`src/rtl/serial_frame_rx.sv`:
```
// Serial frame receiver: hunts for a 4-bit sync pattern, shifts in DATA_W payload bits
// MSB first, checks a stop bit and hands the word to a valid/ready consumer.
//
// state | meaning
// HUNT  | shifting strobed bits into the sync window, waiting for SYNC_PAT
// DATA  | shifting payload bits into the data shift register
// STOP  | waiting for the stop bit (1 = deliver word, 0 = framing error)
module serial_frame_rx #(
   parameter logic [3:0] SYNC_PAT = 4'b1101,
   parameter int         DATA_W   = 8
) (
   input  logic              CLK,
   input  logic              RST,
   input  logic              DIN,
   input  logic              DIN_EN,
   output logic [DATA_W-1:0] DOUT,
   output logic              DOUT_VLD,
   input  logic              DOUT_RDY,
   output logic              OVF,
   output logic              FERR,
   output logic [1:0]        STATE
);

   localparam int CNT_W = $clog2(DATA_W) + 1;
   localparam logic [CNT_W-1:0] LAST_BIT = CNT_W'(DATA_W - 1);

   typedef enum logic [1:0] {
      HUNT = 2'b00,
      DATA = 2'b01,
      STOP = 2'b10
   } state_t;

   state_t            state, state_n;
   logic [3:0]        window, window_n;
   logic [1:0]        fill, fill_n;
   logic [DATA_W-1:0] shreg, shreg_n;
   logic [CNT_W-1:0]  cnt, cnt_n;
   logic [DATA_W-1:0] dout_n;
   logic              vld_n, ovf_n, ferr_n;
   logic              frame_ok;

   always_ff @(posedge CLK) begin
      if (RST) begin
         state    <= HUNT;
         window   <= '0;
         fill     <= '0;
         shreg    <= '0;
         cnt      <= '0;
         DOUT     <= '0;
         DOUT_VLD <= 1'b0;
         OVF      <= 1'b0;
         FERR     <= 1'b0;
      end else begin
         state    <= state_n;
         window   <= window_n;
         fill     <= fill_n;
         shreg    <= shreg_n;
         cnt      <= cnt_n;
         DOUT     <= dout_n;
         DOUT_VLD <= vld_n;
         OVF      <= ovf_n;
         FERR     <= ferr_n;
      end
   end

   always_comb begin
      state_n  = state;
      window_n = window;
      fill_n   = fill;
      shreg_n  = shreg;
      cnt_n    = cnt;
      frame_ok = 1'b0;
      ferr_n   = 1'b0;
      case (state)
         HUNT: begin
            if (DIN_EN) begin
               window_n = {window[2:0], DIN};
               if (fill != 2'd3) fill_n = fill + 2'd1;
               if (({window[2:0], DIN} == SYNC_PAT) && (fill == 2'd3)) begin
                  state_n = DATA;
                  cnt_n   = '0;
               end
            end
         end
         DATA: begin
            if (DIN_EN) begin
               shreg_n = (shreg << 1) | DATA_W'(DIN);
               cnt_n   = cnt + CNT_W'(1);
               if (cnt == LAST_BIT) state_n = STOP;
            end
         end
         STOP: begin
            if (DIN_EN) begin
               if (DIN) frame_ok = 1'b1;
               else     ferr_n   = 1'b1;
               // Clearing the window keeps the stop bit out of the next sync search.
               state_n  = HUNT;
               window_n = '0;
               fill_n   = '0;
            end
         end
         default: begin
            state_n  = HUNT;
            window_n = '0;
            fill_n   = '0;
         end
      endcase
   end

   // Output handshake: a completing frame wins over a plain acknowledge.
   always_comb begin
      dout_n = DOUT;
      vld_n  = DOUT_VLD;
      ovf_n  = OVF;
      if (frame_ok) begin
         if (!DOUT_VLD || DOUT_RDY) begin
            dout_n = shreg;
            vld_n  = 1'b1;
         end else begin
            ovf_n  = 1'b1;
         end
      end else if (DOUT_VLD && DOUT_RDY) begin
         vld_n = 1'b0;
      end
   end

   assign STATE = state;

endmodule

```
`config.mk`:
```
export PLATFORM = sky130hd
export DESIGN_NAME = serial_frame_rx
export DESIGN_NICKNAME = d
export VERILOG_FILES = /design/src/rtl/serial_frame_rx.sv
export SDC_FILE = /design/constraint.sdc
export NUM_CORES = 1
export LEC_CHECK = 0
export CORE_MARGIN = 1
export CORE_UTILIZATION = 55
export CTS_CLUSTER_SIZE = 24
export DETAILED_ROUTE_END_ITERATION = 6
export PLACE_DENSITY = 0.84
export SYNTH_ARGS = -nofsm -noshare
export SYNTH_HDL_FRONTEND = slang
export SYNTH_SLANG_ARGS = --single-unit
```
`constraint.sdc`:
```
create_clock -name CLK -period 2.5 [get_ports CLK]
set_input_delay 0.5 -clock CLK [delete_from_list [all_inputs] [get_ports CLK]]
set_output_delay 0.5 -clock CLK [all_outputs]
set_load 0.01 [all_outputs]
```
==> impl_metrics.csv, run 1 <==
group,metric,value,unit
worst_setup_path,cp_num_buf_inv,1,
layout,final_area,0.00170,mm^2
clocking,postCtsHoldBufs,0,
synthesis,synth_adder_area_share,1.74,%
clocking,post_cts_resize_count,0,
routing,wl,2790,um
clocking,cts_setup_buffers,0,
routing,route.vias.total,1134,
worst_setup_path,cpMaxStageDelayCell,"clkdlybuf4s50_1",
routing,ant_nets,0,
worst_setup_path,r2r_cells,4,
synthesis,synth_xor_xnor_area_share,0,%
place,dp_hpwl,1930,um
run,drv_cap,0,
worst_setup_path,critical_path_depth,1,
layout,final_common_cell,"dfxtp_1",
global_route,first_global_vias,1062,
synthesis,syn_area_per_cell,9.24,um^2
floorplanning,fp.coreArea,0.00248,mm^2
global_route,grt_usage,22.8,%
global_route,antenna_found_initial,0,
status,status,"completed",
routing,wl_per_cell,13.6,um
pwr,leakagePower,0.592,nW
layout,layout_common_cells,"dfxtp_1 (30), nand2b_1 (22), nand2_1 (19)",
floorplanning,rows,18,
synthesis,seq_area_frac_synth,41.7,%
timing,hold_viol_final,0,
timing,min_period,1980,ps
floorplanning,start_util,58.2,%
worst_setup_path,crit_type,"flip-flop to output port",
synthesis,synth_simple_gate_area_share,28.9,%
timing,period_share,79.0,%
synthesis,synth.distinct_cells,38,
clocking,cts_buffers,5,
worst_setup_path,cp-end-kind,"output port",
place,routabilityCongestion,0.731,
synthesis,syn_inst,156,
clocking,cts_buffer_depth,2,
routing,drt_pass1_iterations,4,
synthesis,async_flop_share,0,%
synthesis,synth_compound_area_share,16.8,%
synthesis,synth_top_family_by_area,"simple AND/OR/NAND/NOR gates",
min_path,min_from,"shreg[7]",
timing,slew_headroom,67.7,%
worst_setup_path,r2r-start,"STATE[0]",
worst_setup_path,max_stage_delay,610,ps
routing,drt_iter0_markers,23,
layout,drive_above_1_share,10.9,%
worst_setup_path,worstPathCellList,"clkdlybuf4s50_1",
clocking,cts_max_level,2,
place,placed_area,0.00162,mm^2
clocking,clock_sinks,30,
synthesis,synth_ff_type,"dfxtp_1",
min_path,hold_class,"flip-flop to flip-flop",
global_route,grt_pass1_wl,4510,um
global_route,grt-ovfl-total,0,
worst_setup_path,arrival,1480,ps
floorplanning,fp.dieH,53.2,um
floorplanning,die-area,0.00283,mm^2
clocking,cts_tree,"yes",
clocking,clockRootBuffer,"clkbuf_4",
timing,rsz0062_at_grt,"no",
floorplanning,io_pins,18,
synthesis,synthMuxAreaShare,5.56,%
clocking,clk_pin_slew_worst_paths,100,ps
worst_setup_path,startpoint,"STATE[0]",
routing,drc,0,
worst_setup_path,crit_fanout,11,
timing,worst_pin_slew,483,ps
layout,final_nets,181,
routing,vias_per_cell,5.53,
layout,syn2layout_area_growth,17.9,%
worst_setup_path,path_delay_family,"buffers and inverters",
place,io_buffers,17,
min_path,min_path_cells,2,
floorplanning,die_w,53.2,um
worst_setup_path,required,2000,ps
global_route,grt_max_degree,40,
pwr,vdd_drop_max,888,uV
timing,setup_viol,0,
synthesis,synth_edf_count,0,
pwr,p_per_area,538,mW/mm^2
worst_setup_path,start_kind,"flip-flop",
clocking,worstSkewPairLatency,340,ps
timing,max_freq,506,MHz
layout,antennaDiodeCount,0,
timing,slew_violations,0,
synthesis,ys_ff_latch,30,
synthesis,syn_area,0.00144,mm^2
timing,whs,473,ps
synthesis,yosysWarnings,0,
timing,finalSetupTns,0,ps
synthesis,synth_nets,163,
timing,skew,11.5,ps
-- cell type report --
cell class	count	area, um^2
fill	193	778
multi-input combinational	112	764
sequential	30	601
timing repair buffer	22	208
clock inverter	3	40.0
clock buffer	5	37.5
tap	30	37.5
inverter	3	11.3
-- worst register-to-register path, cell delays in order, from the launching register on --
cell and delay, ps:
dfxtp_1 420, buf_4 230, nor2b_4 160, and4b_1 520, mux2i_1 250
-- per-stage QoR --
step | cells | setup WS [ps] | util (%) | power, mW
after floorplan | 156 | 1140 | - | 0.528
after global placement | 197 | 370 | 65.5 | 0.541
after detailed placement | 197 | 284 | 65.5 | 0.545
after CTS | 205 | 518 | 68.6 | 0.919
after global routing | 205 | 447 | 68.6 | 0.941
final | 205 | 525 | 68.6 | 0.914
-- report_power, final --
part,switching (mW),internal (mW)
Sequential,0.00376,0.482
Combinational,0.0234,0.0250
Clock,0.174,0.207
-- layer usage --
| layer | vias to the layer above | wire, um | global-route usage, % |
|---|---|---|---|
| met5 | - | 0 | 0 |
| met4 | 0 | 71 | 11.4 |
| met3 | 10 | 127 | 8.62 |
| met2 | 28 | 1350 | 37.3 |
| met1 | 516 | 1240 | 25.7 |
| li1 | 580 | - | - |
-- logic make-up (layout without fill, tap and decap cells) --
| family | after synthesis | in the layout |
|---|---|---|
| flip-flops | 30 | 30 |
| buffers and inverters | 14 | 33 |
| AND/OR/NAND/NOR | 68 | 68 |
| AO/OA/AOI/OAI | 34 | 34 |
| multiplexers | 8 | 8 |
| adder cells (fa/ha/maj) | 2 | 2 |
-- Yosys cell counts (3+ instances only) --
master     n  area share, %
a211oi_1   3            1.6
dfxtp_1   30             42
nor2_1     4            1.0
nand3b_1   3            1.6
nand2b_1  22            9.5
nand3_1    3            1.0
nand2_1   19            4.9
clkbuf_1   4            1.0
mux2i_1    8            5.6
a21oi_1   14            4.9
nor2b_1    5            2.2
inv_1      3           0.78
a21o_1     3            1.6
buf_2      4            1.4
-- state kept, by name, indices dropped and copies added, names as in the netlist --
register	flops
FERR	1
fill	2
STATE	2
DOUT	8
OVF	1
DOUT_VLD	1
shreg	8
window	3
cnt	4
-- path summary, 6_finish.rpt --
| check | to | slack [ps] |
|---|---|---|
| min | shreg[7] | 470 |
| max | STATE[0] | 520 |
| max reg2reg | DOUT[2] | 860 |
| min reg2reg | shreg[7] | 470 |
(Power assumes the default switching activity.)
==> inputs of run 2 (changes only) <==
--- a/config.mk
+++ b/config.mk
@@ -6,10 +6,10 @@
 export NUM_CORES = 1
 export LEC_CHECK = 0
 export CORE_MARGIN = 1
-export CORE_UTILIZATION = 55
+export CORE_UTILIZATION = 54
 export CTS_CLUSTER_SIZE = 24
 export DETAILED_ROUTE_END_ITERATION = 6
-export PLACE_DENSITY = 0.84
+export PLACE_DENSITY = 0.83
 export SYNTH_ARGS = -nofsm -noshare
 export SYNTH_HDL_FRONTEND = slang
 export SYNTH_SLANG_ARGS = --single-unit
==> constraint.sdc (replaced) <==
create_clock -name CLK -period 2.07 [get_ports CLK]
set_input_delay 0.414 -clock CLK [delete_from_list [all_inputs] [get_ports CLK]]
set_output_delay 0.414 -clock CLK [all_outputs]
set_load 0.01 [all_outputs]
==> impl_metrics.csv, run 2 (same netlist as run 1, synthesis figures left out) <==
group,metric,value,unit
timing,finalSetupTns,0,ps
clocking,clk_pin_slew_worst_paths,100,ps
place,placed_area,0.00164,mm^2
layout,final_area,0.00176,mm^2
timing,min_period,1790,ps
min_path,hold_class,"flip-flop to flip-flop",
global_route,first_global_vias,1019,
layout,drive_above_1_share,12.4,%
timing,worst_pin_slew,358,ps
floorplanning,die-area,0.00288,mm^2
worst_setup_path,start_kind,"flip-flop",
clocking,postCtsHoldBufs,0,
clocking,post_cts_resize_count,0,
timing,rsz0062_at_grt,"no",
routing,drt_iter0_markers,30,
global_route,grt_usage,22.0,%
routing,ant_nets,0,
worst_setup_path,worstPathCellList,"clkdlybuf4s50_1",
layout,reg.largest.list,"DOUT (8), shreg (8), cnt (4)",
global_route,antenna_found_initial,0,
floorplanning,fp.coreArea,0.00250,mm^2
floorplanning,fp.dieH,53.7,um
timing,setup_viol,0,
worst_setup_path,required,1660,ps
worst_setup_path,cp_num_buf_inv,1,
worst_setup_path,cpMaxStageDelayCell,"clkdlybuf4s50_1",
clocking,cts_buffers,5,
place,io_buffers,17,
routing,wl,2780,um
worst_setup_path,crit_fanout,8,
timing,period_share,86.4,%
layout,nFillCells,194,
timing,max_freq,559,MHz
timing,whs,466,ps
layout,syn2layout_area_growth,21.8,%
run,drv_cap,0,
routing,wl_per_cell,13.4,um
pwr,p_per_area,715,mW/mm^2
floorplanning,rows,18,
floorplanning,die_w,53.7,um
worst_setup_path,max_stage_delay,590,ps
pwr,p_sw,233,uW
floorplanning,start_util,57.7,%
timing,slew_headroom,76.1,%
pwr,pwr-share-seq,46.8,%
status,status,"completed",
clocking,worstSkewPairLatency,320,ps
layout,final_common_cell,"dfxtp_1",
routing,route.vias.total,1192,
pwr,pwr-share-comb,4.8,%
layout,antennaDiodeCount,0,
worst_setup_path,arrival,1370,ps
layout,layout_common_cells,"dfxtp_1 (30), nand2b_1 (22), nand2_1 (19)",
worst_setup_path,crit_type,"flip-flop to output port",
clocking,cts_setup_buffers,0,
timing,slew_violations,0,
timing,skew,6.74,ps
clocking,clock_sinks,30,
layout,final_nets,184,
place,dp_hpwl,1960,um
worst_setup_path,cp-end-kind,"output port",
pwr,vdd_drop_max,863,uV
clocking,cts_max_level,2,
timing,setup_ws,281,ps
place,place_ws,172,ps
pwr,p_sw_share,18.6,%
clocking,cts_tree,"yes",
routing,vias_per_cell,5.73,
global_route,grt_max_degree,23,
place,routabilityCongestion,0.802,
timing,hold_viol_final,0,
pwr,p_int,1.02,mW
routing,drc,0,
worst_setup_path,path_delay_family,"buffers and inverters",
clocking,clockRootBuffer,"clkbuf_4",
global_route,grt-ovfl-total,0,
pwr,power_frac_clock,48.5,%
global_route,grt_pass1_wl,4420,um
routing,drt_pass1_iterations,4,
pwr,leakagePower,0.621,nW
clocking,cts_buffer_depth,2,
floorplanning,io_pins,18,
## run 2: final cells by class
type                       instances  area, um^2  share of cell area [%]
sequential                        30         601                    34.2
tap                               30        37.5                    2.14
clock inverter                     2        60.1                    3.42
clock buffer                       6        51.3                    2.92
multi-input combinational        112         764                    43.5
timing repair buffer              25         230                    13.1
inverter                           3        11.3                   0.641
## run 2: routing by layer
metal | global-route usage (%) | vias to the layer above | part of all wire, %
li1 | - | 585 | -
met1 | 27.7 | 551 | 45
met2 | 31.9 | 48 | 46
met3 | 6.78 | 8 | 6.4
met4 | 14.9 | 0 | 2.1
met5 | 0 | - | 0
## run 2: power by group through the flow
stage	Clock [mW]	Combinational, mW	Sequential [mW]
2_1_floorplan	0	0.0386	0.599
3_3_place_gp	0	0.0569	0.599
3_5_place_dp	0	0.0595	0.600
4_1_cts	0.623	0.0594	0.587
5_1_grt	0.652	0.0649	0.588
6_report	0.609	0.0599	0.587
## run 2: final timing paths
| check | startpoint | endpoint | slack (ps) | depth (start not counted) |
|---|---|---|---|---|
| worst min register to register | shreg[7] | shreg[7] | 470 | 2 |
| worst max register to register | fill[0] | cnt[3] | 470 | 4 |
| worst max-delay path | STATE[1] | STATE[1] | 280 | 1 |
| worst min-delay path | shreg[7] | shreg[7] | 470 | 2 |
## run 2: metrics by stage
stage	power, mW	util [%]	instances
floorplan	0.637	-	156
global placement	0.656	65.8	200
detailed placement	0.659	65.8	200
CTS	1.27	70.2	208
global route	1.30	70.2	208
finish	1.26	70.2	208
==> inputs of run 3 (changes only) <==
--- a/config.mk
+++ b/config.mk
@@ -5,11 +5,13 @@
 export SDC_FILE = /design/constraint.sdc
 export NUM_CORES = 1
 export LEC_CHECK = 0
+export CELL_PAD_IN_SITES_DETAIL_PLACEMENT = 0
+export CELL_PAD_IN_SITES_GLOBAL_PLACEMENT = 1
 export CORE_MARGIN = 1
-export CORE_UTILIZATION = 54
+export CORE_UTILIZATION = 41
 export CTS_CLUSTER_SIZE = 24
 export DETAILED_ROUTE_END_ITERATION = 6
-export PLACE_DENSITY = 0.83
+export PLACE_DENSITY = 0.82
 export SYNTH_ARGS = -nofsm -noshare
 export SYNTH_HDL_FRONTEND = slang
 export SYNTH_SLANG_ARGS = --single-unit
==> impl_metrics.csv, run 3 (same netlist as run 1, synthesis figures left out) <==
group,metric,value,unit
worst_setup_path,arrival,1220,ps
timing,setup_viol,0,
timing,slew_headroom,77.4,%
worst_setup_path,cp_num_buf_inv,1,
routing,drt_pass1_iterations,4,
clocking,cts_buffers,5,
clocking,clock_sinks,30,
routing,route.vias.total,1146,
worst_setup_path,worstPathCellList,"clkdlybuf4s50_1",
clocking,cts_setup_buffers,0,
layout,final_nets,183,
timing,skew,11.9,ps
timing,min_period,1640,ps
floorplanning,die-area,0.00376,mm^2
pwr,pwr-share-seq,54.1,%
pwr,vdd_drop_max,295,uV
place,io_buffers,17,
global_route,grt_usage,17.8,%
worst_setup_path,cp-end-kind,"output port",
clocking,cts_buffer_depth,2,
layout,syn2layout_area_growth,21.3,%
pwr,power_frac_clock,40.3,%
clocking,worstSkewPairLatency,330,ps
clocking,postCtsHoldBufs,0,
run,drv_cap,0,
global_route,antenna_found_initial,0,
timing,period_share,79.1,%
floorplanning,rows,21,
timing,hold_viol_final,0,
worst_setup_path,crit_fanout,2,
pwr,p_sw,239,uW
routing,drc,0,
pwr,p_int,846,uW
routing,ant_nets,0,
status,status,"completed",
clocking,clk_pin_slew_worst_paths,100,ps
pwr,p_per_area,621,mW/mm^2
clocking,cts_tree,"yes",
clocking,cts_max_level,2,
routing,wl_per_cell,12.8,um
worst_setup_path,cpMaxStageDelayCell,"clkdlybuf4s50_1",
worst_setup_path,crit_type,"flip-flop to output port",
clocking,clockRootBuffer,"clkbuf_4",
worst_setup_path,path_delay_family,"buffers and inverters",
timing,worst_pin_slew,339,ps
worst_setup_path,start_kind,"flip-flop",
routing,drt_iter0_markers,46,
layout,nFillCells,330,
layout,final_common_cell,"dfxtp_1",
layout,drive_above_1_share,11.9,%
worst_setup_path,required,1660,ps
place,routabilityCongestion,0.771,
timing,finalSetupTns,0,ps
global_route,grt-ovfl-total,0,
timing,slew_violations,0,
clocking,post_cts_resize_count,0,
timing,rsz0062_at_grt,"no",
floorplanning,io_pins,18,
floorplanning,start_util,42.9,%
floorplanning,fp.coreArea,0.00336,mm^2
routing,vias_per_cell,5.14,
pwr,power.total,1.08,mW
pwr,p_sw_share,22.0,%
worst_setup_path,max_stage_delay,540,ps
timing,whs,464,ps
layout,antennaDiodeCount,0,
layout,reg.largest.list,"DOUT (8), shreg (8), cnt (4)",
global_route,grt_pass1_wl,4820,um
pwr,leakagePower,0.607,nW
pwr,pwr-share-comb,5.6,%
layout,layout_common_cells,"dfxtp_1 (30), nand2b_1 (22), nand2_1 (19)",
timing,max_freq,611,MHz
global_route,grt_max_degree,40,
min_path,hold_class,"flip-flop to flip-flop",
place,dp_hpwl,1920,um
floorplanning,fp.dieH,61.3,um
floorplanning,die_w,61.3,um
routing,wl,2860,um
global_route,first_global_vias,1061,
[run 3: changes by cell type in the layout (fill, tap and decap cells not counted), sizes merged]
cell / change
clkbuf: +2
bufinv: -2
buf: -1
[run 3: stage by stage]
step / setup WS [ps] / utilization (%) / area, um^2 / cells
6_report: 432 / 52.0 / 1750 / 223
5_1_grt: 371 / 52.0 / 1750 / 223
4_1_cts: 419 / 52.0 / 1750 / 223
3_5_place_dp: 141 / 49.6 / 1670 / 215
3_3_place_gp: 189 / 49.6 / 1670 / 215
2_1_floorplan: 714 / - / 1440 / 156
[run 3: worst paths after layout]
check	endpoint	slack, ps	depth (start not counted)	start
max	DOUT[2]	430	1	DOUT[2]
min	shreg[7]	460	2	shreg[7]
max reg2reg	cnt[3]	540	4	fill[0]
min reg2reg	shreg[7]	460	2	shreg[7]
[run 3: layout make-up]
type / count / area (um^2) / area share [%]
tap: 46 / 57.6 / 3.29
inverter: 3 / 11.3 / 0.644
timing repair buffer: 24 / 235 / 13.5
multi-input combinational: 112 / 764 / 43.7
clock buffer: 8 / 78.8 / 4.51
sequential: 30 / 601 / 34.4
[run 3: layer usage]
layer  up-vias  part of all wire (%)  track usage, %  wire [um]
li1        579                     -               -          -
met5         -                     0               0          0
met2        20                    45            26.1       1280
met1       542                    51            23.5       1460
met4         0                   1.4            9.74         39
met3         5                   2.7            5.04         77
[run 3: worst min-delay path: stages (launching register included)]
cell and delay [ps]:
dfxtp_1 320, nand2_1 50, a21oi_1 50
[run 3: power groups by stage]
stage | Combinational, mW | Sequential, mW | Clock, mW
after floorplan | 0.0386 | 0.599 | 0
after global placement | 0.0574 | 0.599 | 0
after detailed placement | 0.0594 | 0.600 | 0
after CTS | 0.0599 | 0.586 | 0.449
after global routing | 0.0666 | 0.588 | 0.475
final | 0.0609 | 0.587 | 0.437
